**src/rtl/mem_req_queue.sv**
```systemverilog
// mem_req_queue: DEPTH-entry command FIFO feeding a single-outstanding memory
// request issuer, with an in-order, back-pressured read response register.
module mem_req_queue #(
    parameter int DEPTH = 4,
    parameter int AW    = 4,
    parameter int DW    = 32,
    parameter int TW    = 2
) (
    input  logic                     clk,
    input  logic                     reset,
    input  logic                     cmd_valid_i,
    output logic                     cmd_ready_o,
    input  logic                     cmd_rnw_i,
    input  logic [AW-1:0]            cmd_addr_i,
    input  logic [DW-1:0]            cmd_wdata_i,
    input  logic [TW-1:0]            cmd_tag_i,
    output logic                     mem_req_o,
    output logic                     mem_rnw_o,
    output logic [AW-1:0]            mem_addr_o,
    output logic [DW-1:0]            mem_wdata_o,
    input  logic                     mem_ready_i,
    input  logic [DW-1:0]            mem_rdata_i,
    output logic                     rsp_valid_o,
    input  logic                     rsp_ready_i,
    output logic [DW-1:0]            rsp_rdata_o,
    output logic [TW-1:0]            rsp_tag_o,
    output logic [$clog2(DEPTH):0]   count_o,
    output logic                     busy_o
);
    localparam int PW = $clog2(DEPTH);

    typedef enum logic {IDLE = 1'b0, REQ = 1'b1} state_t;

    state_t          state_r, next_state_s;
    logic            rnw_mem_r   [DEPTH];
    logic [AW-1:0]   addr_mem_r  [DEPTH];
    logic [DW-1:0]   wdata_mem_r [DEPTH];
    logic [TW-1:0]   tag_mem_r   [DEPTH];
    logic [PW-1:0]   wr_ptr_r, rd_ptr_r;
    logic [PW:0]     count_r;
    logic            push_s, issue_s, done_s;
    logic            mem_req_r, mem_rnw_r;
    logic [AW-1:0]   mem_addr_r;
    logic [DW-1:0]   mem_wdata_r;
    logic [TW-1:0]   issue_tag_r;
    logic            rsp_valid_r;
    logic [DW-1:0]   rsp_rdata_r;
    logic [TW-1:0]   rsp_tag_r;

    assign cmd_ready_o = (count_r < (PW+1)'(DEPTH));
    assign push_s      = cmd_valid_i && cmd_ready_o;
    assign count_o     = count_r;
    assign busy_o      = (count_r != (PW+1)'(0)) || mem_req_r || rsp_valid_r;
    assign mem_req_o   = mem_req_r;
    assign mem_rnw_o   = mem_rnw_r;
    assign mem_addr_o  = mem_addr_r;
    assign mem_wdata_o = mem_wdata_r;
    assign rsp_valid_o = rsp_valid_r;
    assign rsp_rdata_o = rsp_rdata_r;
    assign rsp_tag_o   = rsp_tag_r;

    // Issuer next state; a read may only issue once the response slot is free or draining.
    always_comb begin
        next_state_s = state_r;
        issue_s      = 1'b0;
        done_s       = 1'b0;
        case (state_r)
            IDLE: begin
                if ((count_r != (PW+1)'(0)) &&
                    (!rnw_mem_r[rd_ptr_r] || !rsp_valid_r || rsp_ready_i)) begin
                    issue_s      = 1'b1;
                    next_state_s = REQ;
                end else begin
                    next_state_s = IDLE;
                end
            end
            REQ: begin
                if (mem_ready_i) begin
                    done_s       = 1'b1;
                    next_state_s = IDLE;
                end else begin
                    next_state_s = REQ;
                end
            end
            default: next_state_s = IDLE;
        endcase
    end

    // Issuer state register.
    always_ff @(posedge clk) begin
        if (reset) begin
            state_r <= IDLE;
        end else begin
            state_r <= next_state_s;
        end
    end

    // FIFO pointers and occupancy.
    always_ff @(posedge clk) begin
        if (reset) begin
            wr_ptr_r <= PW'(0);
            rd_ptr_r <= PW'(0);
            count_r  <= (PW+1)'(0);
        end else begin
            if (push_s) begin
                wr_ptr_r <= wr_ptr_r + PW'(1);
            end
            if (issue_s) begin
                rd_ptr_r <= rd_ptr_r + PW'(1);
            end
            case ({push_s, issue_s})
                2'b10:   count_r <= count_r + (PW+1)'(1);
                2'b01:   count_r <= count_r - (PW+1)'(1);
                default: count_r <= count_r;
            endcase
        end
    end

    // FIFO storage; contents are don't-care until written.
    always_ff @(posedge clk) begin
        if (push_s) begin
            rnw_mem_r[wr_ptr_r]   <= cmd_rnw_i;
            addr_mem_r[wr_ptr_r]  <= cmd_addr_i;
            wdata_mem_r[wr_ptr_r] <= cmd_wdata_i;
            tag_mem_r[wr_ptr_r]   <= cmd_tag_i;
        end
    end

    // Issue register, memory request and read response register.
    always_ff @(posedge clk) begin
        if (reset) begin
            mem_req_r   <= 1'b0;
            mem_rnw_r   <= 1'b0;
            mem_addr_r  <= {AW{1'b0}};
            mem_wdata_r <= {DW{1'b0}};
            issue_tag_r <= {TW{1'b0}};
            rsp_valid_r <= 1'b0;
            rsp_rdata_r <= {DW{1'b0}};
            rsp_tag_r   <= {TW{1'b0}};
        end else begin
            mem_req_r <= (next_state_s == REQ);
            if (issue_s) begin
                mem_rnw_r   <= rnw_mem_r[rd_ptr_r];
                mem_addr_r  <= addr_mem_r[rd_ptr_r];
                mem_wdata_r <= wdata_mem_r[rd_ptr_r];
                issue_tag_r <= tag_mem_r[rd_ptr_r];
            end
            if (done_s && mem_rnw_r) begin
                rsp_valid_r <= 1'b1;
                rsp_rdata_r <= mem_rdata_i;
                rsp_tag_r   <= issue_tag_r;
            end else if (rsp_ready_i) begin
                rsp_valid_r <= 1'b0;
            end
        end
    end
endmodule
```
**config.mk**
```make
export PLATFORM = sky130hd
export DESIGN_NAME = mem_req_queue
export DESIGN_NICKNAME = d
export VERILOG_FILES = /design/src/rtl/mem_req_queue.sv
export SDC_FILE = /design/constraint.sdc
export NUM_CORES = 1
export LEC_CHECK = 0
export CORE_MARGIN = 2
export CORE_UTILIZATION = 49
export CTS_BUF_LIST = sky130_fd_sc_hd__clkbuf_4 sky130_fd_sc_hd__clkbuf_8
export DETAILED_ROUTE_END_ITERATION = 8
export GPL_ROUTABILITY_DRIVEN = 1
export GPL_TIMING_DRIVEN = 0
export PLACE_DENSITY = 0.8
export SETUP_SLACK_MARGIN = 0.15
export SLEW_MARGIN = 20
export SYNTH_ARGS = -nofsm -noshare
export SYNTH_HDL_FRONTEND = slang
export SYNTH_SLANG_ARGS = --single-unit
```
**constraint.sdc**
```tcl
create_clock -name clk -period 2.6 [get_ports clk]
set_clock_uncertainty 0.05 [all_clocks]
set_input_delay 0.26 -clock clk [delete_from_list [all_inputs] [get_ports clk]]
set_output_delay 0.26 -clock clk [all_outputs]
set_load 0.02 [all_outputs]
```
==> results.py, run 1 <==
metrics = {
    "power": {
        "power.density_nw_per_um2": 994,
        "p_leak_nw": 3.79,
        "ir_drop_mv": 0.601,
        "power_w": 0.0115,
    },
    "timing": {
        "hold_viol_final": 0,
        "finalMaxSlewViolations": 0,
        "min_period_ns": 2.50,
        "slew_headroom_pct": 51.0,
        "setup_viol": 0,
        "worst_pin_slew_ns": 0.731,
        "max_freq_mhz": 400,
        "fin_hold_ws_ns": 0.0810,
        "rsz0062_at_grt": "true",
        "timing.setup.tns_ns": 0,
        "period_share_pct": 96.1,
    },
    "route": {
        "drc": 0,
        "viasPerCell": 5.41,
        "dr.pass1.iters": 5,
        "wirelength_um": 19600,
        "num_vias": 5747,
        "wire_per_inst_um": 18.4,
        "antenna_left": 0,
        "drt_iter0_drc": 328,
    },
    "synth": {
        "synth_nets": 683,
        "avgSynthCellArea_sq_um": 14.7,
        "synth.distinct_cells": 28,
        "synth_seq_cells": 240,
        "mappedNetlistArea_sq_um": 8800,
        "yosysSeqAreaShare_pct": 72.3,
        "synthCells": 601,
        "yosysWarnings": 0,
    },
    "critical_path": {
        "rr_worst_depth": 10,
        "critPathRequiredTime_ns": 2.99,
        "worst_setup_path_start_kind": "flop",
        "worstSetupEndpointType": "flop",
        "worst-path-max-fanout": 3,
        "arrival_ns": 2.89,
        "path_class": "reg2reg",
    },
    "final_layout": {
        "stdcell_count": 1062,
        "nFillCells": 1276,
        "final_common_cell": "edfxtp_1",
        "area_growth_pct": 31.2,
        "multiInputGateArea_sq_um": 2280,
        "final_nets": 884,
        "final_cell_mix": "edfxtp_1 (156), clkdlybuf4s50_1 (152), dfxtp_1 (82)",
        "ff_latch_area_sq_um": 6370,
        "drive_above_1_share_pct": 15.6,
    },
    "global_route": {
        "grt_pass1_vias": 5937,
        "top_usage_layer": "met2",
        "antenna_found_initial": 1,
        "grt_overflow_total": 0,
        "grt_use_total_pct": 20.4,
        "grt_use_met2_pct": 36.0,
        "grt_max_degree": 40,
        "met1_usage_pct": 24.6,
        "grt_pass1_wl_um": 30800,
        "met3_usage_pct": 5.47,
    },
    "hold_path": {
        "worst_hold_path_type": "in2reg",
        "whs_path_depth": 2,
    },
    "flow_run": {
        "cap_violations": 0,
    },
    "floorplanning": {
        "io_pins": 154,
        "die_w_um": 138,
        "start_util_pct": 49.5,
        "core_area_sq_um": 17800,
        "rows": 49,
        "die-area_sq_um": 19100,
        "die_y_um": 138,
    },
    "clock_tree": {
        "clockBufferDepth": 3,
        "clkSlewWorstSetupHoldPaths_ns": 0.06,
        "cts_sinks": 240,
        "htree_num_levels": 2,
        "cts_buffers": 38,
        "clk_latency_ns": 0.52,
        "cts-root-buf": "clkbuf_8",
        "cts_tree": "yes",
    },
    "placed_design": {
        "placed_cells": 985,
        "io_buffer_count": 152,
        "place_congestion": 0.854,
        "dp_hpwl_um": 13000,
    },
    "outcome": {
        "status": "complete, no violations",
    },
}
==> state kept, by name, summed over array words and instances (netlist names), 2 cells and up, named ones only <==
name         cells
wdata_mem_r    128
mem_wdata_o     32
rsp_rdata_o     32
addr_mem_r      16
tag_mem_r        8
mem_addr_o       4
rnw_mem_r        4
count_o          3
issue_tag_r      2
rd_ptr_r         2
rsp_tag_o        2
wr_ptr_r         2
==> path summary, 6_finish.rpt <==
check,start,endpoint,slack (ns)
max,flop,count_o[2],0.10
min,reset,mem_rnw_o,0.08
max reg2reg,flop,count_o[2],0.10
min reg2reg,issue_tag_r[1],rsp_tag_o[1],0.40
==> area by class of cell <==
cell class                      instances  share of cell area (%)
Antenna cell                            1                  0.0217
Buffer                                 44                    1.61
Clock buffer                           53                    5.77
Clock inverter                         17                   0.693
Inverter                                8                   0.260
Multi-Input combinational cell        309                    19.8
Sequential cell                       240                    55.1
Tap cell                              229                    2.48
Timing Repair Buffer                  161                    14.3
==> cells by family after synthesis <==
logic type      synth area share, %
compound gates                 7.22
xor+xnor                      0.298
fa+ha+maj                     0.938
buf+inv                        2.33
flops                          72.3
mux                            10.2
simple gates                   6.68
==> metrics by stage <==
stage	util [%]	setup slack, ns	instance area (sq um)
finish	65.0	0.102	11600
global route	65.0	-0.0161	11600
CTS	64.7	0.0246	11500
detailed placement	60.3	-0.676	10700
global placement	59.8	-0.722	10600
floorplan	-	0.157	8820
==> metal layers <==
metal  part of all wire [%]  vias up
li1                       -     2655
met1                     39     2785
met2                     51      274
met3                    8.7       33
met4                    1.7        0
met5                      0        -
==> report_power, final <==
part / internal [W] / switching, W
sequential: 0.00471 / 0.000293
clock: 0.00167 / 0.00139
combinational: 0.00159 / 0.00184
total: 0.00797 / 0.00352
==> synthesized netlist by cell type <==
cell / count / area share [%]
edfxtp_1: 156 / 53
dfxtp_1: 84 / 19
a21oi_1: 80 / 4.5
nand2_1: 69 / 2.9
nand3_1: 40 / 2.3
o21ai_0: 40 / 2.3
mux4_2: 38 / 9.7
clkbuf_1: 36 / 1.5
nor2_1: 10 / 0.43
buf_2: 8 / 0.45
inv_1: 8 / 0.34
ha_1: 5 / 0.71
and2_1: 4 / 0.28
mux2i_1: 3 / 0.34
nor2b_1: 3 / 0.21
nor3_1: 3 / 0.17
or3_1: 2 / 0.14
xor2_1: 2 / 0.20
a311o_1: 1 / 0.11
a311oi_1: 1 / 0.099
and3_1: 1 / 0.071
fa_1: 1 / 0.23
mux2_4: 1 / 0.17
nand2b_1: 1 / 0.071
o31ai_1: 1 / 0.085
o32ai_1: 1 / 0.099
or4_1: 1 / 0.085
xnor2_1: 1 / 0.099
==> critical path, stage by stage (launching register included) <==
cell and delay [ns]:
dfxtp_4 0.37, mux2_4 0.30, a311o_2 0.35, clkbuf_8 0.15, nor2_4 0.11, ha_4 0.14
inv_1 0.05, fa_2 0.33, xor2_1 0.15, or3_1 0.31, a21oi_1 0.12
==> what timing repair did <==
action / 4_1_cts / 5_1_grt
endpoints found under the setup margin: 4 / 2
hold endpoints to repair: 0 / 0
buffers inserted: 4 / 2
pin swaps: 2 / 1
hold buffers: 0 / 0
gates cloned: 0 / 0
gates resized for setup: 4 / 5
(Power assumes the default switching activity.)
==> inputs of run 2 (changes only) <==
--- a/config.mk
+++ b/config.mk
@@ -13,7 +13,6 @@
 export GPL_TIMING_DRIVEN = 0
 export PLACE_DENSITY = 0.8
 export SETUP_SLACK_MARGIN = 0.15
-export SLEW_MARGIN = 20
 export SYNTH_ARGS = -nofsm -noshare
 export SYNTH_HDL_FRONTEND = slang
 export SYNTH_SLANG_ARGS = --single-unit
==> run 2 against run 1 <==
Global-route usage rose by 0.14 points. Largest power group unchanged. Worst setup slack got worse by 0.020 ns. Sequential cell count unchanged. Via count shrank 0.96%. First-iteration DRC count shrank 5.8%. Register-to-register slack worse by 0.02 ns. Final cell count rose by 0.19%.
==> results.py, run 2 (synthesis results as in run 1) <==
metrics = {
    "floorplanning": {
        "core_area_sq_um": 17800,
        "die-area_sq_um": 19100,
        "start_util_pct": 49.5,
        "die_y_um": 138,
        "die_w_um": 138,
        "io_pins": 154,
        "rows": 49,
    },
    "clock_tree": {
        "cts_tree": "yes",
        "cts_sinks": 240,
        "cts-root-buf": "clkbuf_8",
        "clockBufferDepth": 3,
        "htree_num_levels": 2,
        "clkSlewWorstSetupHoldPaths_ns": 0.06,
        "clk_latency_ns": 0.52,
        "ctsHoldBuffers": 0,
        "cts_buffers": 38,
    },
    "global_route": {
        "grt_pass1_vias": 5942,
        "grt_pass1_wl_um": 31200,
        "grt_overflow_total": 0,
        "antenna_found_initial": 1,
        "grt_use_total_pct": 20.6,
        "grt_max_degree": 31,
    },
    "hold_path": {
        "worst_hold_path_type": "in2reg",
        "whs_path_depth": 2,
        "hold_path_end": "mem_rnw_o",
        "hold_start": "reset",
    },
    "route": {
        "antenna_left": 0,
        "drt_iter0_drc": 309,
        "drc": 0,
        "wire_per_inst_um": 18.6,
        "wirelength_um": 19800,
        "viasPerCell": 5.35,
        "num_vias": 5692,
        "dr.pass1.iters": 5,
    },
    "final_layout": {
        "final_cell_mix": "edfxtp_1 (156), clkdlybuf4s50_1 (152), dfxtp_1 (82)",
        "area_growth_pct": 32.1,
        "largest_reg_flops": 128,
        "final_nets": 886,
        "finalInstanceArea_sq_um": 11600,
        "top_register": "wdata_mem_r",
        "final_common_cell": "edfxtp_1",
        "drive_above_1_share_pct": 16.7,
    },
    "critical_path": {
        "reg2reg_slack_ns": 0.08,
        "worstSetupEndpointType": "flop",
        "path_class": "reg2reg",
        "arrival_ns": 2.91,
        "worst_setup_path_start_kind": "flop",
        "rr_worst_depth": 11,
        "timing.rr.end": "count_o[2]",
        "worst-path-max-fanout": 10,
        "critPathRequiredTime_ns": 2.99,
    },
    "placed_design": {
        "dp_slack_ns": -0.650,
        "io_buffer_count": 152,
        "dp_hpwl_um": 13100,
        "place_congestion": 0.854,
        "place_area_sq_um": 10700,
    },
    "timing": {
        "period_share_pct": 96.9,
        "setup_viol": 0,
        "min_period_ns": 2.52,
        "max_freq_mhz": 397,
        "rsz0062_at_grt": "true",
        "slew_headroom_pct": 45.4,
        "hold_viol_final": 0,
        "finalMaxSlewViolations": 0,
        "fin_ws_ns": 0.0811,
        "worst_pin_slew_ns": 0.814,
    },
    "flow_run": {
        "cap_violations": 0,
    },
    "power": {
        "power.density_nw_per_um2": 1010,
        "p_leak_nw": 3.84,
        "power_w": 0.0118,
        "ir_drop_mv": 0.742,
    },
    "outcome": {
        "status": "complete, no violations",
    },
}
==> run 2: cell types whose count changed in the layout (fill, tap and decap cells not counted), moves of 2 or more <==
cell,previous run,this run
clkinv_1,11,4
buf_12,0,4
clkbuf_4,10,14
buf_16,3,0
bufinv_16,0,2
==> run 2: routing by layer <==
metal / vias to the layer above / share of wire (%) / GRT usage (%)
met5: - / 0 / 0
met4: 0 / 2.0 / 6.77
met3: 36 / 7.5 / 5.65
met2: 230 / 51 / 34.9
met1: 2762 / 40 / 25.8
li1: 2664 / - / -
==> run 2: per-stage QoR <==
step	setup TNS (ns)	util (%)	cells	hold slack, ns
after floorplan	0	-	601	0.309
after global placement	-106.15	59.8	982	0.393
after detailed placement	-1.57	60.3	986	0.398
after CTS	0	65.2	1061	0.0707
after global routing	-0.0317	65.4	1063	0.108
final	0	65.4	1064	0.0952
==> run 2: power breakdown <==
part / leakage (nW) / internal [W] / switching [W]
Combinational: 1.29 / 0.00158 / 0.00186
Clock: 0.434 / 0.00193 / 0.00138
Sequential: 2.12 / 0.00471 / 0.000298
Total: 3.84 / 0.00822 / 0.00354
==> run 2: area by class of cell <==
type / count / area [sq um]
antenna: 1 / 2.50
buffer: 44 / 186
clock buffer: 57 / 697
clock inverter: 13 / 119
fill: 1235 / 6150
inverter: 8 / 30.0
multi-input combinational: 309 / 2290
sequential: 240 / 6370
tap: 229 / 287
timing repair buffer: 163 / 1650
==> run 2: worst max-delay path, stage by stage, from the launching register on <==
cell and delay (ns):
dfxtp_2 0.33, buf_4 0.12, mux2i_2 0.35, nor3_4 0.11, buf_2 0.22, nor2_4 0.14, ha_4 0.13, inv_1 0.05
fa_2 0.33, xor2_1 0.16, or3_1 0.31, a21oi_1 0.13
==> run 2: how the worst max path moves through the flow <==
| stage | start | to | cells past startpoint |
|---|---|---|---|
| 3_5_place_dp | rsp_ready_i | count_o[2] | 11 |
| 2_1_floorplan | flop | count_o[2] | 10 |
| 5_1_grt | flop | count_o[2] | 11 |
| 3_3_place_gp | cmd_valid_i | wdata_mem_r[0][13] | 4 |
| 4_1_cts | rnw_mem_r[1] | count_o[2] | 10 |
| 6_report | flop | count_o[2] | 11 |
==> run 2: repair_timing <==
action	4_1_cts	5_1_grt
gates resized for setup	6	4
buffers inserted	5	2
setup endpoints to repair	4	3
pin swaps	2	3
==> inputs of run 3 (changes only) <==
--- a/config.mk
+++ b/config.mk
@@ -5,7 +5,6 @@
 export SDC_FILE = /design/constraint.sdc
 export NUM_CORES = 1
 export LEC_CHECK = 0
-export CORE_MARGIN = 2
 export CORE_UTILIZATION = 49
 export CTS_BUF_LIST = sky130_fd_sc_hd__clkbuf_4 sky130_fd_sc_hd__clkbuf_8
 export DETAILED_ROUTE_END_ITERATION = 8
==> run 3 against run 2 <==
Critical endpoint unchanged. Wire length is 2.0% lower. Sequential cell count is the same. Non-clock buffer count grew 1. Critical path depth fell by 1. Die area fell by 2.9%. Sequential power about the same. Highest routed layer is now met5. Via count up 2.3%. Final cell count decreased by 0.47%. Final area fell by 0.40%.
==> results.py, run 3 (synthesis results as in run 1) <==
metrics = {
    "outcome": {
        "status": "complete, no violations",
    },
    "hold_path": {
        "hold_path_end": "count_o[1]",
        "worst_hold_path_type": "in2reg",
        "hold_start": "reset",
        "whs_path_depth": 2,
    },
    "final_layout": {
        "final_cell_mix": "edfxtp_1 (156), clkdlybuf4s50_1 (152), dfxtp_1 (82)",
        "drive_above_1_share_pct": 16.6,
        "nFillCells": 1193,
        "ff_latch_area_sq_um": 6370,
        "multiInputGateArea_sq_um": 2280,
        "largest_reg_flops": 128,
        "stdcell_count": 1059,
        "final_common_cell": "edfxtp_1",
        "top_register": "wdata_mem_r",
        "area_growth_pct": 31.6,
        "final_nets": 887,
    },
    "power": {
        "power_frac_clock_pct": 27.3,
        "p_leak_nw": 3.82,
        "ir_drop_mv": 0.731,
        "swShare_pct": 30.5,
        "p_int_w": 0.00806,
        "power.switching_w": 0.00355,
        "power_frac_seq_pct": 43.1,
        "power_w": 0.0116,
        "power_frac_comb_pct": 29.6,
        "power.density_nw_per_um2": 1000,
    },
    "global_route": {
        "grt_pass1_wl_um": 29600,
        "grt_max_degree": 33,
        "grt_overflow_total": 0,
        "met3_usage_pct": 5.26,
        "antenna_found_initial": 2,
        "grt_pass1_vias": 5920,
        "met1_usage_pct": 25.7,
        "grt_use_met2_pct": 36.1,
        "grt_use_total_pct": 21.3,
        "top_usage_layer": "met2",
    },
    "timing": {
        "max_freq_mhz": 395,
        "hold_viol_final": 0,
        "min_period_ns": 2.53,
        "fin_hold_ws_ns": 0.100,
        "period_share_pct": 97.3,
        "slew_headroom_pct": 49.9,
        "finalMaxSlewViolations": 0,
        "worst_pin_slew_ns": 0.746,
        "fin_ws_ns": 0.0703,
        "setup_viol": 0,
        "rsz0062_at_grt": "true",
    },
    "clock_tree": {
        "clkSlewWorstSetupHoldPaths_ns": 0.06,
        "ctsHoldBuffers": 0,
        "cts_sinks": 240,
        "clk_latency_ns": 0.53,
        "clockBufferDepth": 3,
        "htree_num_levels": 2,
        "cts_buffers": 38,
        "cts_tree": "yes",
        "cts-root-buf": "clkbuf_8",
    },
    "critical_path": {
        "critical-path-top-delay-family": "compound AO/OA/AOI/OAI gates",
        "worst-path-buf-inv": 2,
        "slowest_delay_ns": 0.39,
        "timing.rr.end": "count_o[2]",
        "critPathRequiredTime_ns": 2.99,
        "worst-path-max-fanout": 2,
        "path_class": "reg2reg",
        "worstPathCellList": "mux2_4 > a311o_2 > clkbuf_8 > nor2_4 > ha_4 > inv_2 > fa_2 > xor2_1 > or3_1 > a21oi_1",
        "reg2reg_slack_ns": 0.07,
        "worst_setup_path_start_kind": "flop",
        "cpMaxStageDelayCell": "edfxtp_1",
        "arrival_ns": 2.92,
        "worstSetupEndpointType": "flop",
        "r2r-start": "rnw_mem_r[1]",
        "rr_worst_depth": 10,
    },
    "floorplanning": {
        "rows": 48,
        "core_area_sq_um": 17400,
        "die_w_um": 136,
        "die_y_um": 136,
        "start_util_pct": 50.6,
        "die-area_sq_um": 18500,
        "io_pins": 154,
    },
    "placed_design": {
        "dp_hpwl_um": 12600,
        "io_buffer_count": 152,
        "dp_slack_ns": -0.565,
        "place_congestion": 0.843,
        "placed_cells": 982,
    },
    "route": {
        "viasPerCell": 5.50,
        "dr.pass1.iters": 5,
        "drc": 0,
        "drt_iter0_drc": 346,
        "antenna_left": 0,
        "wirelength_um": 19400,
        "num_vias": 5823,
        "wire_per_inst_um": 18.3,
    },
    "flow_run": {
        "cap_violations": 0,
    },
}
## run 3: per-layer routing
metal | vias to the layer above | wire length (um)
met1 | 2825 | 7600
met4 | 2 | 622
met2 | 275 | 9420
met5 | - | 13
li1 | 2670 | -
met3 | 51 | 1710
## run 3: stage by stage
step | area [sq um] | setup TNS [ns] | utilization, %
final | 11600 | 0 | 66.5
after global routing | 11600 | -0.00630 | 66.5
after CTS | 11600 | 0 | 66.4
after detailed placement | 10700 | -1.32 | 61.5
after global placement | 10600 | -105.25 | 61.0
after floorplan | 8820 | 0 | -
## run 3: power groups by stage
stage | clock, W | combinational, W | sequential, W
6_report | 0.00317 | 0.00343 | 0.00501
5_1_grt | 0.00339 | 0.00371 | 0.00506
4_1_cts | 0.00323 | 0.00345 | 0.00501
3_5_place_dp | 0 | 0.00332 | 0.00507
3_3_place_gp | 0 | 0.00319 | 0.00506
2_1_floorplan | 0 | 0.00165 | 0.00535
## run 3: worst max-delay path by stage
| stage | slack [ns] | startpoint | endpoint | cells after the start |
|---|---|---|---|---|
| 6_report | 0.07 | rnw_mem_r[1] | count_o[2] | 10 |
| 5_1_grt | -0.006 | rnw_mem_r[1] | count_o[2] | 10 |
| 4_1_cts | 0.08 | rnw_mem_r[1] | count_o[2] | 10 |
| 3_5_place_dp | -0.56 | rsp_ready_i | count_o[2] | 11 |
| 3_3_place_gp | -0.68 | cmd_valid_i | wdata_mem_r[2][18] | 4 |
| 2_1_floorplan | 0.16 | flop | count_o[2] | 10 |
## run 3: area by class of cell
| cell class | count | share of cell area (%) |
|---|---|---|
| multi-input combinational | 309 | 19.7 |
| timing repair buffer | 164 | 14.3 |
| inverter | 8 | 0.259 |
| clock buffer | 58 | 6.19 |
| clock inverter | 10 | 0.464 |
| antenna | 1 | 0.0216 |
| tap | 225 | 2.43 |
| buffer | 44 | 1.61 |
| sequential | 240 | 55.0 |
## run 3: timing repair
action | 4_1_cts | 5_1_grt
endpoints found under the setup margin | 4 | 2
pin swaps | 5 | 0
gates cloned | 0 | 0
hold endpoints to repair | 0 | 0
setup buffers | 5 | 3
gates resized for setup | 10 | 0
